===== config.mk =====
export PLATFORM = sky130hd
export DESIGN_NAME = mem_arbiter
export DESIGN_NICKNAME = d
export VERILOG_FILES = /design/src/rtl/mem_arb_pkg.sv /design/src/rtl/mem_arb_rr.sv /design/src/rtl/mem_arbiter.sv
export SDC_FILE = /design/constraint.sdc
export NUM_CORES = 1
export LEC_CHECK = 0
export CORE_UTILIZATION = 35
export CTS_BUF_LIST = sky130_fd_sc_hd__clkbuf_16
export DETAILED_ROUTE_END_ITERATION = 7
export GPL_TIMING_DRIVEN = 0
export PLACE_DENSITY = 0.68
export SLEW_MARGIN = 20
export SYNTH_ARGS = -nofsm -noshare
export SYNTH_HDL_FRONTEND = slang
export SYNTH_SLANG_ARGS = --single-unit

===== constraint.sdc =====
create_clock -name clk_i -period 5 [get_ports clk_i]
set_clock_uncertainty 0.15 [all_clocks]
set_input_delay 1.25 -clock clk_i [delete_from_list [all_inputs] [get_ports clk_i]]
set_output_delay 1.25 -clock clk_i [all_outputs]
set_load 0.03 [all_outputs]

===== src/rtl/mem_arb_pkg.sv =====
// mem_arb_pkg: shared FSM type, requester indices and default timing for the memory arbiter
// Contents:
//   state_e      - arbiter FSM states (IDLE / ISSUE / WAIT)
//   REQ_CPU/DMA  - requester bit positions in every 2-bit per-requester vector
//   DEF_MEM_LAT  - default memory latency in cycles (mem_en to valid mem_data)
//   DEF_TIMEOUT  - default cap on consecutive locked transactions
package mem_arb_pkg;
  typedef enum logic [1:0] {
    IDLE  = 2'd0,
    ISSUE = 2'd1,
    WAIT  = 2'd2
  } state_e;
  localparam int REQ_CPU     = 0;
  localparam int REQ_DMA     = 1;
  localparam int DEF_MEM_LAT = 2;
  localparam int DEF_TIMEOUT = 4;
endpackage


===== src/rtl/mem_arb_rr.sv =====
// mem_arb_rr: two-way round-robin pick of one requester
// Ports:
//   req_i  - raw requests, one bit per requester
//   mask_i - requesters excluded from this pick
//   ptr_i  - index of the requester served last
//   win_o  - one-hot winner, zero when nothing eligible
module mem_arb_rr
  import mem_arb_pkg::*;
(
  input  logic [1:0] req_i,
  input  logic [1:0] mask_i,
  input  logic       ptr_i,
  output logic [1:0] win_o
);
  logic [1:0] eff;
  always_comb begin
    eff   = req_i & ~mask_i;
    // on a tie the requester not served last wins
    win_o = (&eff) ? (ptr_i ? 2'(1 << REQ_CPU) : 2'(1 << REQ_DMA)) : eff;
  end
endmodule


===== src/rtl/mem_arbiter.sv =====
// mem_arbiter: two-requester round-robin arbiter for a single fixed-latency memory port
// Optional feature macro: MEM_ARB_TIMEOUT_EN (caps consecutive locked transactions at TIMEOUT
// when the other requester is waiting; without it lock is honoured indefinitely).
// Ports:
//   clk_i, rst_ni       - rising-edge clock, asynchronous active-low reset
//   req_i, rw_i, lock_i - per-requester request, direction (1=read), hold-grant
//   addr_i, wdata_i     - packed per-requester address/write data, requester i at [32i+31:32i]
//   gnt_o, ack_o        - one-hot grant (ISSUE through ack), one-cycle completion pulse
//   rdata_o             - read data, valid in the ack cycle and held until the next read ack
//   mem_en_o, mem_rw_o, mem_addr_o, mem_datao_o, mem_data_i - memory side
//   busy_o              - high whenever the FSM is not IDLE
module mem_arbiter
  import mem_arb_pkg::*;
#(
  parameter int MEM_LAT = DEF_MEM_LAT,
  parameter int TIMEOUT = DEF_TIMEOUT
) (
  input  logic        clk_i,
  input  logic        rst_ni,
  input  logic [1:0]  req_i,
  input  logic [1:0]  rw_i,
  input  logic [63:0] addr_i,
  input  logic [63:0] wdata_i,
  input  logic [1:0]  lock_i,
  output logic [1:0]  gnt_o,
  output logic [1:0]  ack_o,
  output logic [31:0] rdata_o,
  output logic        mem_en_o,
  output logic        mem_rw_o,
  output logic [31:0] mem_addr_o,
  output logic [31:0] mem_datao_o,
  input  logic [31:0] mem_data_i,
  output logic        busy_o
);
  state_e      state_q, state_d;
  logic [1:0]  cnt_q, cnt_d, gnt_q, gnt_d, mask, win;
  logic        ptr_q, ptr_d, rw_q, rw_d, last, own, hold, to, grant;
  logic [31:0] addr_q, addr_d, wdata_q, wdata_d, rdata_q, rdata_d;

  if (MEM_LAT < 1 || MEM_LAT > 4 || TIMEOUT < 1) begin : g_bad_param
    $error("mem_arbiter: MEM_LAT must be 1..4 and TIMEOUT at least 1");
  end

  assign own  = gnt_q[REQ_DMA];
  assign last = (state_q == WAIT) && (cnt_q == 2'(MEM_LAT - 1));

`ifdef MEM_ARB_TIMEOUT_EN
  localparam int LW = $clog2(TIMEOUT + 1);
  logic [LW-1:0] lk_q, lk_d;
  // lk_q counts transactions of the current owner; it saturates at TIMEOUT
  assign to = (lk_q >= LW'(TIMEOUT)) && req_i[~own];
  always_comb
    lk_d = (state_d != ISSUE) ? ((state_d == IDLE) ? '0 : lk_q) :
           (state_q == WAIT && win == gnt_q) ? ((lk_q >= LW'(TIMEOUT)) ? lk_q : lk_q + 1'b1) :
           LW'(1);
  always_ff @(posedge clk_i or negedge rst_ni)
    if (!rst_ni) lk_q <= '0;
    else lk_q <= lk_d;
`else
  assign to = 1'b0;
`endif

  // a held lock masks the other requester so the owner is re-picked
  assign hold = lock_i[own] & req_i[own] & ~to;
  assign mask = (state_q == WAIT) ? (hold ? ~gnt_q : gnt_q) : 2'b00;

  mem_arb_rr u_rr (
    .req_i (req_i),
    .mask_i(mask),
    .ptr_i (ptr_q),
    .win_o (win)
  );

  always_ff @(posedge clk_i or negedge rst_ni)
    if (!rst_ni) begin
      state_q <= IDLE;
      cnt_q   <= '0;
      gnt_q   <= '0;
      ptr_q   <= 1'b1;
      rw_q    <= 1'b0;
      addr_q  <= '0;
      wdata_q <= '0;
      rdata_q <= '0;
    end else begin
      state_q <= state_d;
      cnt_q   <= cnt_d;
      gnt_q   <= gnt_d;
      ptr_q   <= ptr_d;
      rw_q    <= rw_d;
      addr_q  <= addr_d;
      wdata_q <= wdata_d;
      rdata_q <= rdata_d;
    end

  always_comb begin
    grant   = (state_q == IDLE || last) && |win;
    state_d = grant ? ISSUE : (state_q == ISSUE) ? WAIT : (state_q == IDLE || last) ? IDLE : WAIT;
    cnt_d   = (state_q == WAIT) ? cnt_q + 2'd1 : 2'd0;
    gnt_d   = grant ? win : last ? 2'b00 : gnt_q;
    ptr_d   = grant ? win[REQ_DMA] : ptr_q;
    rw_d    = grant ? rw_i[win[REQ_DMA]] : rw_q;
    addr_d  = grant ? (win[REQ_DMA] ? addr_i[63:32] : addr_i[31:0]) : addr_q;
    wdata_d = grant ? (win[REQ_DMA] ? wdata_i[63:32] : wdata_i[31:0]) : wdata_q;
    rdata_d = (last && rw_q) ? mem_data_i : rdata_q;
  end

  always_comb begin
    busy_o      = state_q != IDLE;
    gnt_o       = gnt_q;
    ack_o       = last ? gnt_q : 2'b00;
    mem_en_o    = state_q == ISSUE;
    mem_rw_o    = busy_o & rw_q;
    mem_addr_o  = busy_o ? addr_q : '0;
    mem_datao_o = busy_o ? wdata_q : '0;
    // memory data arrives in the ack cycle itself, so pass it straight through then
    rdata_o     = (last && rw_q) ? mem_data_i : rdata_q;
  end
endmodule


Word level (Yosys, flattened, before mapping):

Cells that the tools add are included.

* output and inout bits: 103
* input port bits: 168
* bits in registers: 104
* word-level logic and storage cells: 50

* magnitude comparators: 2
* equal/unequal tests: 3
* reduce and logical (&&, ||, !) cells: 9
* mux-type cells: 22
* $add $sub $neg: 1
* bitwise logic cells: 5

Operators by type and width (number)
* two-way mux 32 bit: 5
* two-way mux 2 bit: 11
* two-way mux 1 bit: 6
* equality test 2 x 1 -> 1 bit, second input constant: 2
* less-than comparator 1 x 2 -> 1 bit, second input constant: 2
* inverter 2 bit: 2
* nonzero test 2 bit: 2
* logical AND 1 bit: 3
* adder 2 x 1 -> 2 bit, second input constant: 1
* bitwise AND 1 bit: 2
* bitwise AND 2 bit: 1
* equality test 2 bit, second input constant: 1
* logical NOT 2 bit: 1
* AND reduction 2 bit: 1
* OR reduction 2 bit: 1
* logical OR 1 bit: 1

Longest topological paths before layout:

Gate-level depths: netlist of run 1.

* word-level depth: 12
* depth in mapped cells: 8
* mapped depth without buffers: 7

Hierarchy:

A second synthesis of run 1 with hierarchy kept.

* cells, all modules: 394
* area total of the unflattened synthesis: 5285.1 um2

By module, submodules not included
* mem_arbiter: times used 1, sequential area each 2603.7 um2, cells each 390, area each 5252.5 um2
* mem_arb_rr: times used 1, sequential area each 0.0 um2, cells each 4, area each 32.5 um2

Worst setup path before layout of run 1:

Ideal clock, no wire load.

* path kind: input port to output port
* from: in mem_data_i[0]
* to: out rdata_o[0]
* stages on the path: 1
* path buffers: 0
* required time: 3.600 ns
* data arrival time: 1.584 ns
* setup slack: 2.016 ns
* cell sequence: mux2_2

* longest elaborated chain between the ends: 1

RTL lines
* start: declaration: line mem_arbiter.sv:32 `input logic [31:0] mem_data_i,`
* two-way mux 32 bit
* end: declaration: line mem_arbiter.sv:27 `output logic [31:0] rdata_o,`

Every way passes these cells.

Final worst setup path of run 1:

* from: reg state_q[1]
* to: out mem_addr_o[28]

* longest elaborated chain between the ends: 2

RTL lines
* start: declaration: line mem_arbiter.sv:35 `state_e state_q, state_d;`
* start signal: assignment: line mem_arbiter.sv:85 `state_q <= state_d;`
* nonzero test 2 bit: line mem_arbiter.sv:108 `busy_o = state_q != IDLE;`
* two-way mux 32 bit: line mem_arbiter.sv:113 `mem_addr_o = busy_o ? addr_q : '0;`
* end: declaration: line mem_arbiter.sv:30 `output logic [31:0] mem_addr_o,`

Every way passes these cells.

==> results of run 1 <==
sequential cells by signal (all words and copies together), names as in the netlist:
signal	cells
addr_q	32
cnt_q	2
gnt_o	2
ptr_q	1
rdata_q	32
rw_q	1
state_q	2
wdata_q	32
synthesized netlist by cell type (2+ instances only):
cell and n:
nand3_1 2, and3_1 2, nor2b_1 2, mux2_2 33, nor2_1 72, and4_1 2
inv_1 70, buf_1 4, a221oi_2 50, nand2b_1 2, clkbuf_1 13, a32o_1 65
buf_2 27, a221oi_1 16, mux2i_1 66, buf_4 5, nand2_1 2, buf_6 4
dfrtp_1 103, o21bai_1 2
power by group:
group	total (mW)	internal [mW]	switching, mW
clock	0.735	0.398	0.337
combinational	4.51	1.91	2.60
sequential	1.42	1.28	0.135
total	6.66	3.59	3.07
how the worst max path moves through the flow:
| stage | start | to | slack [ns] | cells past startpoint |
|---|---|---|---|---|
| floorplan | mem_data_i[0] | rdata_o[0] | 2.02 | 1 |
| detailed placement | mem_data_i[27] | rdata_o[27] | 1.05 | 3 |
| CTS | state_q[1]$_DFF_PN0_ | mem_addr_o[28] | 0.67 | 5 |
| finish | state_q[1]$_DFF_PN0_ | mem_addr_o[28] | 0.68 | 5 |
| global placement | rst_ni | wdata_q[10]$_DFFE_PN0P_ | -1.50 | 1 |
| global route | state_q[1]$_DFF_PN0_ | mem_addr_o[28] | 0.52 | 5 |
layer usage:
metal / track usage (%) / part of all wire (%) / vias up
met1: 26.9 / 42 / 2863
li1: - / - / 2674
met2: 39.7 / 51 / 197
met5: 0 / 0 / -
met4: 7.30 / 1.5 / 0
met3: 3.82 / 6.0 / 19
logic make-up (layout without fill, tap and decap cells):
family                     count (synthesis)  count (layout)
AOI/OAI and AO/OA                        141             141
adders and majority gates                  1               1
xor gates and xnor gates                   1               1
and+or+nand+nor                           91              91
buffers and inverters                    123             410
muxes                                     99              99
DFF                                      104             104
final cells by class:
cell class              count  share of cell area, %
multi-input cells         333                   32.4
repair buffers            271                   28.5
flip-flops and latches    104                   27.2
plain buffers              53                   2.94
well taps                 225                   2.94
inverters                  70                   2.75
clock buffers               9                   2.35
clock inverters             7                  0.876
worst max-delay path: cells and delay by family, from the launching register on:
kind,cells,cell delay [ns]
buffers and inverters,3,1.70
DFF,1,0.47
and+or+nand+nor,2,0.40
==> run summary, run 1 <==
DRT antenna net count -> 0
Critical hold path startpoint -> cnt_q[0]$_DFF_PN0_
Via count of the first global-routing pass -> 6095
Number of nets in the finished design -> 1011
# Post-CTS Setup Buffers -> 0
Synth Instances -> 560
Final total negative setup slack -> 0 ns
Most frequent cells in the layout -> clkdlybuf4s50_1, dfrtp_1, nor2_1
Detailed-routing iteration count for the pre-antenna-repair pass -> 5
Count of max-cap constraint violations -> 0
Filler cells -> 1522
Mean Syn Cell Area -> 11.2 um2
Fraction of final layout cells with drive strength greater than 1 -> 17.1%
Maximum clock rate -> 232 MHz
Routed vias/inst -> 5.37
Placement Rows -> 48
Total congestion overflow -> 0
Actual transition at the worst max-transition pin -> 0.643 ns
Largest stage delay, worst path -> 0.65 ns
Library cells used by synthesis -> 38
Number of hold buffers added after CTS -> 0
Routability cong. -> 0.840
Clock latency on the worst-skew pair -> 0.35 ns
Arr. time, crit path -> 2.92 ns
Post-Layout Cell Count -> 1072
Total number of vias -> 5753
PwrDens -> 696 nW/um2
Post-synthesis adder-cell area fraction -> 0.200%
Detailed router's first-iteration violation count -> 255
Simple logic cell fraction of the synthesized area -> 6.75%
Antenna violations before repair -> 0
Y dimension of the die -> 136 um
Area share of the leading cell type in the synthesized netlist -> 41.3%
Peak VDD IR -> 0.401 mV
Clock root cell -> clkbuf_16
Number of CTS-inserted buffers -> 9
HPWL after DPL -> 15200 um
YS warnings -> 0
Endpoint, Worst Hold -> cnt_q[0]$_DFF_PN0_
Total wire length -> 20100 um
Post-synth net total -> 729
Hold-critical path depth -> 1
Die Wd -> 136 um
RSZ-0062 raised after global routing -> false
FFs w/ async S/R, synth -> 100%
Maximum fanout encountered on the critical timing path -> 10
Footprint of the flip-flops and latches -> 2600 um2
Outcome -> completed
Most used cell, CP -> nor2_1
Count of input and output buffers -> 270
Worst setup slack before clock tree synthesis -> 1.05 ns
TritonCTS clock tree -> built
Area occupied by multi-input gates -> 3100 um2
Number of design rule violations left after detail routing -> 0
Worst-case setup margin in the final layout -> 0.682 ns
Total I/O pin count -> 271
Post-synth EDFFs -> 0
Placement-stage cell area -> 9260 um2
Number of flip-flops and latches in the synthesized netlist -> 104
GRT Resource Usage Total -> 22.2%
Initial Util -> 36.0%
Proportion of synthesized area in mux cells -> 16.5%
Cell leakage power -> 3.99 nW
Register-to-register setup slack -> 2.64 ns
Largest family of logic cells by synthesized area -> compound AO/OA/AOI/OAI gates
Final critical-path required period -> 4.32 ns
Req. time, crit path -> 3.60 ns
Final Cycle Share -> 86.4%
Global-route wire length before repair -> 31900 um
Commonest register cell after synthesis -> dfrtp_1
Final core occ -> 55.1%
CTS H-Tree Depth -> 3
Clock transition at the register clock pins on the worst setup and hold paths after CTS -> 0.07 ns
Die ar. -> 18400 um2
Register area share after synthesis -> 41.7%
Number of cells traversed by the worst register-to-register path -> 7
Worst r2r src -> gnt_o[1]$_DFFE_PN0P_
Count of clock tree sinks -> 104
Total power of the final layout -> 6.66 mW
Routed wire length per instance -> 18.8 um
Xor and xnor fraction of the mapped netlist area -> 0.140%
Post-Syn Area -> 6250 um2
Final setup fails -> 0
Cell chain of the critical path -> nor2_1 -> clkbuf_1 -> buf_1 -> nor2_1 -> clkdlybuf4s50_1
Min Hold Slack -> 0.297 ns
Compound-Gate Fraction of Synth Area -> 26.0%
Top cell type by total area after synthesis -> dfrtp_1
Core region area -> 17400 um2
Crit end category -> output port
Path type of the worst min-delay path -> reg -> reg
Crit-path slowest cell -> clkdlybuf4s50_1
Most common cell after layout, fill and taps aside -> clkdlybuf4s50_1
Worst relative slew slack -> 57.2%
Synth area leaders -> dfrtp_1, a221oi_2, mux2i_1
Type of the worst setup path -> reg -> out
Largest net degree at the start of global routing -> 79
Hold Violations, Final -> 0
Element type at the critical path start -> flop
Antenna cells -> 0
Instance count after placement with tap cells included -> 1056
Post-layout instance area -> 9570 um2
Longest Clk Path Bufs -> 2
Final-report max-slew violation count -> 0
Layout-stage area growth over the synthesis result -> 53.2%
Cells resized by post-CTS repair -> 0
Critical register-to-register path endpoint -> addr_q[18]$_DFFE_PN0P_
Power figures use the tool's default switching activity.
==> inputs of run 2 (changes only) <==
- CORE_ASPECT_RATIO: not set -> 0.7
==> run 2 against run 1 <==
Critical path depth unchanged. Final cell count up 0.56%. Count of clock-buffer cells in the layout stayed put. Utilization grew 0.17 points. Wire length grew 1.8%. Via count grew 0.73%. Flip-flop and latch count stayed put. First-iteration DRC count grew 64%. Sequential power hardly changed. Non-clock buffer count unchanged. Setup slack improved by 0.021 ns. Critical path type unchanged. Critical endpoint unchanged. Largest cell class unchanged. Largest power group unchanged.
==> run summary, run 2 (synthesized netlist as in run 1, its figures left out) <==
Die ar. -> 18400 um2
WL met3 -> 1620 um
Peak VDD IR -> 0.393 mV
Final setup fails -> 0
Routability cong. -> 0.884
Total congestion overflow -> 0
Total I/O pin count -> 271
GRT Resource Usage Total -> 22.2%
TritonCTS clock tree -> built
Seq pwr share -> 21.2%
Sw Pwr -> 3.11 mW
DRT antenna net count -> 0
Detailed router's first-iteration violation count -> 418
Number of CTS-inserted buffers -> 9
Final total negative setup slack -> 0 ns
Fraction of final layout cells with drive strength greater than 1 -> 17.1%
Most frequent cells in the layout -> clkdlybuf4s50_1, dfrtp_1, nor2_1
Total wire length -> 20500 um
Req. time, crit path -> 3.60 ns
Arr. time, crit path -> 2.90 ns
Worst-case setup margin in the final layout -> 0.703 ns
Largest net degree at the start of global routing -> 56
Number of hold buffers added after CTS -> 0
Crit path from -> state_q[1]$_DFF_PN0_
Maximum fanout encountered on the critical timing path -> 10
Initial Util -> 36.1%
Path type of the worst min-delay path -> reg -> reg
HPWL after DPL -> 15400 um
Number of nets in the finished design -> 1011
Design internal power -> 3.55 mW
Crit path to -> mem_addr_o[28]
Type of the worst setup path -> reg -> out
Layout-stage area growth over the synthesis result -> 53.3%
Min Hold Slack -> 0.295 ns
CTS H-Tree Depth -> 3
Worst setup slack before clock tree synthesis -> 1.00 ns
Registers with the highest flip-flop counts -> addr_q x32, rdata_q x32, wdata_q x32
Antenna violations before repair -> 0
Final-report max-slew violation count -> 0
Hold Violations, Final -> 0
Clock root cell -> clkbuf_16
Cells resized by post-CTS repair -> 0
Die Wd -> 162 um
Crit end category -> output port
Top routing layer in use -> met4
Crit-path slowest cell -> clkdlybuf4s50_1
Total number of vias -> 5795
Routed vias/inst -> 5.38
Number of design rule violations left after detail routing -> 0
RSZ-0062 raised after global routing -> false
# Post-CTS Setup Buffers -> 0
Routed wire length per instance -> 19.0 um
Combinational share of power -> 68.0%
Maximum clock rate -> 233 MHz
Routed met2 length -> 9250 um
Outcome -> completed
Count of input and output buffers -> 270
Fraction of power spent switching nets -> 46.7%
Placement Rows -> 40
Antenna cells -> 0
Detailed-routing wirelength on met1 -> 9340 um
Filler cells -> 1511
Via count of the first global-routing pass -> 5931
Largest stage delay, worst path -> 0.65 ns
Cell chain of the critical path -> nor2_1 -> clkbuf_1 -> buf_1 -> nor2_1 -> clkdlybuf4s50_1
Worst r2r src -> gnt_o[1]$_DFFE_PN0P_
Total power of the final layout -> 6.66 mW
Count of max-cap constraint violations -> 0
Detailed-routing iteration count for the pre-antenna-repair pass -> 5
Final Cycle Share -> 85.9%
Clk pwr share -> 10.7%
Global-route wire length before repair -> 31900 um
Clock transition at the register clock pins on the worst setup and hold paths after CTS -> 0.08 ns
Critical register-to-register path endpoint -> addr_q[19]$_DFFE_PN0P_
Core region area -> 17300 um2
Placement-stage cell area -> 9270 um2
Register-to-register setup slack -> 2.58 ns
Critical hold path startpoint -> cnt_q[0]$_DFF_PN0_
PwrDens -> 696 nW/um2
Longest Clk Path Bufs -> 2
Actual transition at the worst max-transition pin -> 0.591 ns
Y dimension of the die -> 114 um
Count of clock tree sinks -> 104
Post-layout instance area -> 9580 um2
Number of cells traversed by the worst register-to-register path -> 7
Final critical-path required period -> 4.30 ns
Most common cell after layout, fill and taps aside -> clkdlybuf4s50_1
Clock latency on the worst-skew pair -> 0.35 ns
Element type at the critical path start -> flop
Cell leakage power -> 3.99 nW
Most used cell, CP -> nor2_1
Worst relative slew slack -> 60.6%
-- run 2: cell count changes in the layout (fill, tap and decap cells not counted), sizes merged --
cell / previous run / this run
bufinv: 1 / 0
clkinv: 1 / 4
clkinvlp: 1 / 0
inv: 74 / 73
-- run 2: how the worst min path moves through the flow --
stage	endpoint	slack, ns	cells past startpoint
after detailed placement	cnt_q[0]$_DFF_PN0_	0.29	1
after floorplan	cnt_q[0]$_DFF_PN0_	0.26	1
final	cnt_q[0]$_DFF_PN0_	0.30	1
after global placement	cnt_q[0]$_DFF_PN0_	0.27	1
after global routing	cnt_q[0]$_DFF_PN0_	0.32	1
after CTS	cnt_q[0]$_DFF_PN0_	0.30	1
-- run 2: power groups by stage --
| stage | combinational, mW | sequential (mW) | clock [mW] |
|---|---|---|---|
| after global placement | 4.46 | 1.42 | 0 |
| after floorplan | 2.89 | 1.41 | 0 |
| after detailed placement | 4.54 | 1.43 | 0 |
| after CTS | 4.56 | 1.42 | 0.740 |
| final | 4.53 | 1.42 | 0.715 |
| after global routing | 4.82 | 1.46 | 0.773 |
-- run 2: final cells by class --
type,count,area [um2],area share (%)
buffer,53,282,2.94
clock buffer,9,225,2.35
clock inverter,7,83.8,0.875
inverter,70,263,2.74
multi-input combinational,333,3100,32.4
sequential,104,2600,27.2
tap,231,289,3.02
timing repair buffer,271,2730,28.5
-- run 2: metal layers --
layer  global-route usage (%)  vias up
li1                         -     2666
met1                     30.0     2855
met2                     35.4      256
met3                     5.71       18
met4                     5.60        0
met5                        0        -
-- run 2: stage by stage --
step / utilization [%] / cells
2_1_floorplan: - / 560
3_3_place_gp: 53.3 / 1061
3_5_place_dp: 53.5 / 1062
4_1_cts: 55.3 / 1078
5_1_grt: 55.3 / 1078
6_report: 55.3 / 1078
-- run 2: critical path, delay by kind of cell (launching register included) --
| kind | cells | cell delay, ns |
|---|---|---|
| DFF | 1 | 0.49 |
| buffers and inverters | 3 | 1.67 |
| and+or+nand+nor | 2 | 0.39 |
